**src/rtl/count_ctrl_pkg.sv**
```systemverilog
// Shared types and constants for the counter enable generator.
package count_ctrl_pkg;

    typedef enum logic {
        IDLE = 1'b0,
        RUN  = 1'b1
    } state_t;

    localparam logic MODE_EVENT = 1'b0;
    localparam logic MODE_TICK  = 1'b1;

    localparam int DEFAULT_DEBOUNCE_CYCLES = 4;

endpackage

```
**src/rtl/debounce_sync.sv**
```systemverilog
// Two-flop synchronizer followed by a level debouncer; flags the cycle in
// which a new high level is accepted so the top can register the strobe.
module debounce_sync
    import count_ctrl_pkg::*;
#(
    parameter int DEBOUNCE_CYCLES = DEFAULT_DEBOUNCE_CYCLES
) (
    input  logic clk,
    input  logic rst_n,
    input  logic i_async,
    output logic o_stable,
    output logic o_rise
);

    localparam int CNT_W = (DEBOUNCE_CYCLES > 1) ? $clog2(DEBOUNCE_CYCLES) : 1;
    localparam logic [CNT_W-1:0] CNT_LAST = CNT_W'(DEBOUNCE_CYCLES - 1);

    logic             r_sync1;
    logic             r_sync2;
    logic             r_stable;
    logic [CNT_W-1:0] r_cnt;
    logic             w_differs;
    logic             w_settle;

    assign w_differs = (r_sync2 != r_stable);
    assign w_settle  = w_differs && (r_cnt == CNT_LAST);

    // Combinational so the top's enable register lands on the same edge as
    // the stable level it reports.
    assign o_rise   = w_settle && r_sync2;
    assign o_stable = r_stable;

    always_ff @(posedge clk or negedge rst_n) begin
        if (!rst_n) begin
            r_sync1  <= 1'b0;
            r_sync2  <= 1'b0;
            r_stable <= 1'b0;
            r_cnt    <= '0;
        end else begin
            r_sync1 <= i_async;
            r_sync2 <= r_sync1;
            if (!w_differs) begin
                r_cnt <= '0;
            end else if (w_settle) begin
                r_stable <= r_sync2;
                r_cnt    <= '0;
            end else begin
                r_cnt <= r_cnt + CNT_W'(1);
            end
        end
    end

endmodule

```
**src/rtl/count_enable_gen.sv**
```systemverilog
// Run/stop gated enable strobe for the 4-bit up-counter, sourced from either
// a debounced event edge or a programmable prescaler.
module count_enable_gen
    import count_ctrl_pkg::*;
#(
    parameter int DEBOUNCE_CYCLES = DEFAULT_DEBOUNCE_CYCLES,
    parameter int PRESCALE_W      = 8
) (
    input  logic                  clk,
    input  logic                  rst_n,
    input  logic                  run,
    input  logic                  mode,
    input  logic [PRESCALE_W-1:0] prescale,
    input  logic                  event_in,
    output logic                  enable,
    output logic                  active,
    output logic                  evt_stable
);

    state_t                r_state;
    logic                  r_mode_q;
    logic [PRESCALE_W-1:0] r_pcnt;
    logic                  r_enable;
    logic                  r_active;

    state_t w_next;
    logic   w_rise;
    logic   w_run_hold;
    logic   w_mode_chg;
    logic   w_tick_go;
    logic   w_tick_hit;
    logic   w_evt_hit;

    debounce_sync #(
        .DEBOUNCE_CYCLES(DEBOUNCE_CYCLES)
    ) u_debounce (
        .clk      (clk),
        .rst_n    (rst_n),
        .i_async  (event_in),
        .o_stable (evt_stable),
        .o_rise   (w_rise)
    );

    assign w_next = run ? RUN : IDLE;

    // Both sources only fire while staying in RUN, and a mode switch costs one
    // cycle so the prescaler always restarts from a clean zero.
    assign w_run_hold = (r_state == RUN) && (w_next == RUN);
    assign w_mode_chg = (mode != r_mode_q);
    assign w_tick_go  = w_run_hold && (mode == MODE_TICK) && !w_mode_chg;
    assign w_tick_hit = w_tick_go && (r_pcnt >= prescale);
    assign w_evt_hit  = w_run_hold && (mode == MODE_EVENT) && !w_mode_chg && w_rise;

    always_ff @(posedge clk or negedge rst_n) begin
        if (!rst_n) begin
            r_state  <= IDLE;
            r_mode_q <= MODE_EVENT;
            r_pcnt   <= '0;
            r_enable <= 1'b0;
            r_active <= 1'b0;
        end else begin
            r_state  <= w_next;
            r_active <= (w_next == RUN);
            r_mode_q <= mode;
            r_enable <= w_tick_hit || w_evt_hit;
            if (!w_tick_go || w_tick_hit) begin
                r_pcnt <= '0;
            end else begin
                r_pcnt <= r_pcnt + PRESCALE_W'(1);
            end
        end
    end

    assign enable = r_enable;
    assign active = r_active;

endmodule

```
**config.mk**
```make
export PLATFORM = sky130hd
export DESIGN_NAME = count_enable_gen
export DESIGN_NICKNAME = d
export VERILOG_FILES = /design/src/rtl/count_ctrl_pkg.sv /design/src/rtl/debounce_sync.sv /design/src/rtl/count_enable_gen.sv
export SDC_FILE = /design/constraint.sdc
export NUM_CORES = 1
export LEC_CHECK = 0
export CAP_MARGIN = 20
export CORE_UTILIZATION = 44
export DETAILED_ROUTE_END_ITERATION = 16
export GPL_ROUTABILITY_DRIVEN = 0
export PLACE_DENSITY = 0.72
export RECOVER_POWER = 50
export SLEW_MARGIN = 20
export SYNTH_ARGS = -nofsm -noshare
export SYNTH_HDL_FRONTEND = slang
export SYNTH_SLANG_ARGS = --single-unit
```
**constraint.sdc**
```tcl
create_clock -name clk -period 1.49 [get_ports clk]
set_input_delay 0.149 -clock clk [delete_from_list [all_inputs] [get_ports clk]]
set_output_delay 0.149 -clock clk [all_outputs]
set_load 0.005 [all_outputs]
```
# == Yosys cells after proc, flatten, opt, wreduce, memory -nomap -nowiden ==
# Cells that the tools add are included.
# Widths: inputs -> output; s select.
# totals
register_bits,16
in_bits,13
# op_classes
add_sub_neg,2
order_cmp,1
eq_ne,3
mux,4
bitwise,1
reduce_logical,14
# ops
cell,count
$logic_and 1x1->1,9
$add 8x1->8 const B,1
$ge 8x8->1,1
$mux 8,1
$mux 2,2
$add 2x1->2 const B,1
$eq 2x2->1 const B,1
$logic_not 1->1,2
$logic_or 1x1->1,2
$ne 1x1->1,2
$reduce_and 2->1,1
$mux 1,1
$not 1->1,1

# == Depth between registers and ports, before layout ==
# Gate-level depths: netlist (run 1).
# depth
depth_word,7
ltp_mapped,6
mapped_depth_nobuf,6

# == Modules after synthesis ==
# From an unflattened synthesis (run 1), not the netlist that was laid out.
# unflattened
cells_unflattened,80
area_unflattened_um2,878.3
# modules_own_cells
module,n_inst,cells_per_inst,area_per_inst_um2,seq_area_each_um2
count_enable_gen,1,67,699.4,275.3
debounce_sync,1,13,178.9,125.1

# == Least setup slack after synthesis (run 1) ==
# OpenSTA, ideal clock, no wires.
# synth_path
path_type,register to register
start,register r_pcnt[2]
end,register r_pcnt[2]
setup_time_ps,72
t_arrival_ps,1472
setup_slack_ps,-54
path_stages_with_launch,6
n_path_buf,0
synth_period_minus_slack_ps,1544
path_cell_list,dfrtp_1 > ha_1 > a211oi_2 > o21ai_1 > a211o_4 > nor2_1
# synth_via
elab_chain_cells,4
word_cells_on_any_way,5
classes_between,add/sub: 1; order compare: 1; mux: 1; reduce/logical: 2
# synth_lines
element,line,text
from (decl),count_enable_gen.sv:22,logic [PRESCALE_W-1:0] r_pcnt;
from (signal assigned),count_enable_gen.sv:69,r_pcnt <= r_pcnt + PRESCALE_W'(1);
$ge 8x8->1,count_enable_gen.sv:51,assign w_tick_hit = w_tick_go && (r_pcnt >= prescale);
$logic_and 1x1->1,count_enable_gen.sv:51,
$logic_or 1x1->1,count_enable_gen.sv:66,if (!w_tick_go || w_tick_hit) begin
$mux 8 (*),count_enable_gen.sv:66,
# Mark *: on every way between the ends. The rest lies on a longest branch, timed or not.
# A chain may end at the register's enable or synchronous reset.

# == Worst setup path in the final report (run 1) ==
# layout_path
start,register r_pcnt[2]
end,register r_pcnt[4]
# The elaborated chain is that of the path after synthesis.

==> impl_metrics.tcl, run 1 <==
set metrics [dict create \
    reg2reg_slack_ps 3 \
    crit_family "compound AO/OA/AOI/OAI gates" \
    power.density_mw_per_mm2 800 \
    synthCells 77 \
    syn_area_sq_um 820 \
    rsz0062_at_grt "yes" \
    final_cell_mix "dfrtp_1 (16), clkdlybuf4s50_1 (13), inv_1 (9)" \
    synth-seq-area-share_pct 48.9 \
    start_util_pct 47.5 \
    cap_viol_max_count 0 \
    endpoint_kind "register" \
    min_period_over_period_pct 99.8 \
    r2r_start "r_pcnt[2]$_DFF_PN0_" \
    dp_slack_ps -314 \
    final_area_sq_mm 0.00111 \
    cts_buffers 3 \
    max-slew-margin-rel_pct 45.2 \
    synth_seq_cells 16 \
    fin_skew_ps 2.01 \
    clk_latency_ps 270 \
    period_needed_ps 1490 \
    antenna_found_initial 0 \
    postSynthAreaPerCell_sq_um 10.6 \
    crit_arrival_ps 1700 \
    grt_max_degree 17 \
    place_area_sq_mm 0.00107 \
    dr.first_iter.drc_count 10 \
    num-nets-final 129 \
    reg2reg_to "r_pcnt[4]$_DFF_PN0_" \
    htreeDepth 1 \
    row_count 15 \
    core_area_sq_mm 0.00173 \
    grt_overflow 0 \
    ant_nets 0 \
    path_buf_inv 0 \
    vdd_drop_max_v 0.000529 \
    grtUsageTotal_pct 15.6 \
    worst_ep_required_time_ps 1700 \
    die_area_sq_mm 0.00204 \
    min_from "u_debounce.r_sync1$_DFF_PN0_" \
    worst_pin_slew_ps 822 \
    hold_buffers 0 \
    fin_ws_ps 2.63 \
    cts_sinks 16 \
    fillers 151 \
    yosysUniqueCellTypes 20 \
    die_h_um 45.2 \
    grt_pass1_wl_um 2270 \
    io_pins 16 \
    ys_warn_count 0 \
    max_stage_delay_ps 410 \
    via_count 615 \
    p_leak_uw 0.000525 \
    dr.pass1.iters 2 \
    synthToLayoutAreaGrowth_pct 35.6 \
    die_w_um 45.2 \
    status "complete, no violations" \
    fmax_ghz 0.672 \
    synthesis.nets 100 \
    drv_slew 0 \
    cts_buffer_depth 2 \
    min-delay-path-class "reg2reg" \
    drc 0 \
    slowest_stage "dfrtp_1" \
    hpwl_um 1080 \
    path_max_fanout 8 \
    crit_path_start_kind "register" \
    wl_per_cell_um 10.6 \
    grt_pass1_vias 576 \
    rr_worst_depth 5 \
    min_to "u_debounce.r_sync2$_DFF_PN0_" \
    hold_violations 0 \
    cp_cell_sequence "ha_4 > a211oi_2 > o21ai_2 > a211o_4 > nor2_2" \
    drt_wl_total_um 1360 \
    clock-root-buffer "clkbuf_4" \
    io_buffers 15 \
    routed_via_density 4.77 \
    hold_depth 0 \
    cp_num_cells 5 \
    clkSlewWorstSetupHoldPaths_ps 80 \
    crit_type "reg2reg" \
    antenna-diode-count 0 \
    cts_tree "done" \
    report.final.setup_viol 0 \
    final_common_cell "dfrtp_1" \
    drive_gt1_share_pct 18.3 \
]
-- cell usage after synthesis (all sizes together) --
cell / instances / area (sq um)
o21ai: 3 / 15.0
nand2: 3 / 11.3
inv: 9 / 33.8
o211ai: 1 / 7.51
a211oi: 1 / 12.5
nor2: 9 / 33.8
dfrtp: 16 / 400
nand3: 5 / 25.0
a211o: 1 / 17.5
xnor2: 2 / 17.5
nand4: 1 / 6.26
nor2b: 2 / 12.5
ha: 10 / 125
and3: 2 / 12.5
a21oi: 3 / 15.0
nand4b: 1 / 8.76
xor2: 5 / 43.8
mux2: 1 / 11.3
nor3: 2 / 10.0
-- state kept, by name, summed over array words and instances (netlist names) --
register and count:
r_mode_q 1, u_debounce.r_cnt 2, u_debounce.o_stable 1, r_pcnt 8
u_debounce.r_sync1 1, u_debounce.r_sync2 1, r_state 1, enable 1
-- cell type report --
class	instances	area (sq um)	share of cell area [%]
sequential	16	400	36.0
inverter	9	33.8	3.04
timing repair buffer	24	214	19.3
tap	25	31.3	2.82
clock buffer	3	22.5	2.03
multi-input combinational	52	409	36.8
-- where the power goes --
group / internal [uW] / switching, uW
Combinational: 112 / 63.8
Clock: 93.5 / 115
Sequential: 476 / 28.0
Total: 682 / 207
-- worst max-delay path by stage --
stage / endpoint / slack [ps] / startpoint
2_1_floorplan: r_pcnt[2]$_DFF_PN0_ / 20 / r_pcnt[2]$_DFF_PN0_
3_3_place_gp: r_pcnt[2]$_DFF_PN0_ / -290 / prescale[2]
3_5_place_dp: r_pcnt[4]$_DFF_PN0_ / -310 / prescale[2]
4_1_cts: r_pcnt[4]$_DFF_PN0_ / 2 / r_pcnt[2]$_DFF_PN0_
5_1_grt: r_pcnt[6]$_DFF_PN0_ / -100 / r_pcnt[2]$_DFF_PN0_
6_report: r_pcnt[4]$_DFF_PN0_ / 3 / r_pcnt[2]$_DFF_PN0_
-- stage by stage --
stage	total power, uW	setup TNS, ps	cells	utilization, %	hold WS [ps]
6_report	888	0	129	64.3	354
5_1_grt	951	-600	129	64.3	359
4_1_cts	909	0	129	64.6	174
3_5_place_dp	689	-2500	125	62.2	339
3_3_place_gp	681	-2340	125	62.2	334
2_1_floorplan	596	0	77	-	-147
-- per-layer routing --
layer / GRT usage, % / routed length [um]
met5: 0 / 0
met4: 5.45 / 0
met3: 4.80 / 52
met2: 23.8 / 647
met1: 21.0 / 661
-- logic make-up after synthesis --
logic type | count (synthesis) | share of synthesized area, %
and+or+nand+nor | 25 | 14.7
DFF | 16 | 48.9
adders and majority gates | 10 | 15.3
AOI/OAI and AO/OA | 9 | 8.24
buffers and inverters | 9 | 4.12
xor gates and xnor gates | 7 | 7.48
muxes | 1 | 1.37
-- what timing repair did --
item                       CTS  global route
setup endpoints to repair    8             8
buffers inserted             1             0
pin swaps                    4             1
resized for setup            5             0
Note: power is estimated with default switching activity, not from simulation.
==> run 2: changes to the inputs <==
--- a/config.mk
+++ b/config.mk
@@ -8,7 +8,8 @@
 export CAP_MARGIN = 20
 export CORE_UTILIZATION = 44
+export CTS_CLUSTER_DIAMETER = 100
 export DETAILED_ROUTE_END_ITERATION = 16
 export GPL_ROUTABILITY_DRIVEN = 0
-export PLACE_DENSITY = 0.72
+export PLACE_DENSITY = 0.74
 export RECOVER_POWER = 50
 export SLEW_MARGIN = 20
==> constraint.sdc (replaced) <==
create_clock -name clk -period 1.49 [get_ports clk]
set_input_delay 0.298 -clock clk [delete_from_list [all_inputs] [get_ports clk]]
set_output_delay 0.298 -clock clk [all_outputs]
set_load 0.005 [all_outputs]
==> run 2 against run 1 <==
  * The flow now finishes with violations (negative setup slack)
  * First-iteration DRC count up 30%
  * Non-clock buffer count down 1
  * Register-to-register slack about the same
  * Total power up 6.7%
  * Sequential share of layout area down 1.5 points
  * Sequential power about the same
  * Via count down 3.3%
  * Global-route usage down 0.084 points
  * Die area unchanged
  * Setup slack worse by 22 ps
==> impl_metrics.tcl, run 2 (synthesis gave the netlist of run 1 again) <==
set metrics [dict create \
    die_h_um 45.2 \
    io_buffers 15 \
    rr_worst_depth 5 \
    antenna-diode-count 0 \
    fillers 133 \
    worst_pin_slew_ps 815 \
    dr.first_iter.drc_count 13 \
    reg.largest.list "r_pcnt: 8 flops, u_debounce.r_cnt: 2 flops" \
    holdWs_ps 355 \
    endpoint "r_pcnt[0]$_DFF_PN0_" \
    path_max_fanout 8 \
    slowest_stage "clkdlybuf4s50_1" \
    p_int_uw 727 \
    startpoint "prescale[5]" \
    die_w_um 45.2 \
    r2r_start "r_pcnt[2]$_DFF_PN0_" \
    ant_nets 0 \
    cts_buffers 3 \
    power.density_mw_per_mm2 818 \
    endpoint_kind "register" \
    max-slew-margin-rel_pct 45.7 \
    path_buf_inv 2 \
    grt_pass1_wl_um 2170 \
    synthToLayoutAreaGrowth_pct 41.4 \
    io_pins 16 \
    cap_viol_max_count 0 \
    fin_ws_ps -19.0 \
    drc 0 \
    crit_type "in2reg" \
    die_area_sq_mm 0.00204 \
    htreeDepth 1 \
    place_area_sq_mm 0.00107 \
    clk_latency_ps 280 \
    grtUsageTotal_pct 15.5 \
    clockPowerShare_pct 29.2 \
    hpwl_um 1050 \
    clkSlewWorstSetupHoldPaths_ps 90 \
    period_needed_ps 1510 \
    routed_via_density 4.61 \
    wl_per_cell_um 10.6 \
    hold_violations 0 \
    clock-root-buffer "clkbuf_4" \
    drt_wl_total_um 1370 \
    core_area_sq_mm 0.00173 \
    vdd_drop_max_v 0.000580 \
    cp_num_cells 7 \
    netSwitchingFraction_pct 23.4 \
    cts_tree "done" \
    grt_max_degree 17 \
    drive_gt1_share_pct 26.0 \
    violations "negative setup slack" \
    min_period_over_period_pct 101 \
    antenna_found_initial 0 \
    cts_sinks 16 \
    final_area_sq_mm 0.00116 \
    start_util_pct 47.5 \
    report.final.setup_viol 6 \
    grt_overflow 0 \
    status "complete, but fails checks" \
    via_count 595 \
    row_count 15 \
    reg2reg_slack_ps 0 \
    crit_family "compound AO/OA/AOI/OAI gates" \
    hold_buffers 0 \
    largest_reg_flops 8 \
    crit_path_start_kind "input port" \
    fmax_ghz 0.663 \
    cts_buffer_depth 2 \
    post-cts-setup-buffers 0 \
    final_common_cell "dfrtp_1" \
    num-nets-final 128 \
    total_power_uw 948 \
    min_from "u_debounce.r_sync1$_DFF_PN0_" \
    p_comb_share_pct 17.8 \
    crit_arrival_ps 1730 \
    max_stage_delay_ps 460 \
    worst_ep_required_time_ps 1710 \
    fin_skew_ps 5.29 \
    reg2reg_to "r_pcnt[0]$_DFF_PN0_" \
    cp_cell_sequence "clkdlybuf4s50_1 > inv_1 > ha_4 > a21oi_2 > o21ai_2 > a211o_4 > nor2_2" \
    final_cell_mix "dfrtp_1 (16), inv_1 (8), nor2_1 (7), clkdlybuf4s50_1 (7), buf_4 (7)" \
    dr.pass1.iters 4 \
    min-delay-path-class "reg2reg" \
    grt_pass1_vias 546 \
    drv_slew 0 \
    dp_slack_ps -453 \
    power.switching_uw 222 \
    tns_ps -42.6 \
    rsz0062_at_grt "yes" \
    top_register "r_pcnt" \
    p_leak_uw 0.000549 \
    power_frac_seq_pct 53.0 \
]
run 2: cell types whose count changed in the layout (fill, tap and decap cells not counted), moves of 2 or more:
cell             delta
a21oi_1             -2
a21oi_2             +2
clkdlybuf4s50_1     -6
dlygate4sd2_1       +4
dlymetal6s2s_1      +2
ha_1                -2
ha_4                +2
run 2: worst min-delay path by stage:
stage                     cells after the start                           end  slack (ps)
final                                         0  u_debounce.r_sync2$_DFF_PN0_         350
after global routing                          0  u_debounce.r_sync2$_DFF_PN0_         360
after CTS                                     2           r_pcnt[5]$_DFF_PN0_         320
after detailed placement                      0  u_debounce.r_sync2$_DFF_PN0_         340
after global placement                        0  u_debounce.r_sync2$_DFF_PN0_         330
after floorplan                               0              enable$_DFF_PN0_           2
run 2: repair_timing:
item,4_1_cts,5_1_grt
pin swaps,14,1
endpoints found under the setup margin,9,9
resized for setup,13,6
run 2: per-layer routing:
metal	up-vias	wire, um	track usage [%]
met5	-	0	0
met3	2	40	3.60
met4	0	12	9.09
li1	314	-	-
met2	10	669	24.3
met1	269	647	19.5
run 2: power by group through the flow:
stage / Clock [uW] / Sequential, uW / Combinational (uW)
finish: 277 / 502 / 169
global route: 305 / 509 / 191
CTS: 291 / 502 / 174
detailed placement: 0 / 511 / 180
global placement: 0 / 509 / 173
floorplan: 0 / 510 / 85.9
run 2: final cells by class:
cell class | instances | area, sq um | share of cell area (%)
multi-input combinational | 52 | 450 | 38.9
sequential | 16 | 400 | 34.6
timing repair buffer | 23 | 206 | 17.8
tap | 25 | 31.3 | 2.70
clock buffer | 4 | 36.3 | 3.13
inverter | 9 | 33.8 | 2.92
run 2: worst register-to-register path, stage by stage, from the launching register on:
cell	delay, ps
dfrtp_1	420
ha_4	230
a211oi_2	190
o21ai_2	100
a211o_4	390
nor2_2	110
run 2: through the flow:
| stage | utilization, % | cells |
|---|---|---|
| after global placement | 62.2 | 125 |
| after CTS | 66.4 | 129 |
| after detailed placement | 62.2 | 125 |
| final | 67.1 | 129 |
| after floorplan | - | 77 |
| after global routing | 67.1 | 129 |
==> run 3: changes to the inputs <==
Settings changed: CTS_CLUSTER_SIZE from default to 16.
==> results of run 3 <==
No change in the layout: final DEF, timing and power equal those of run 2.
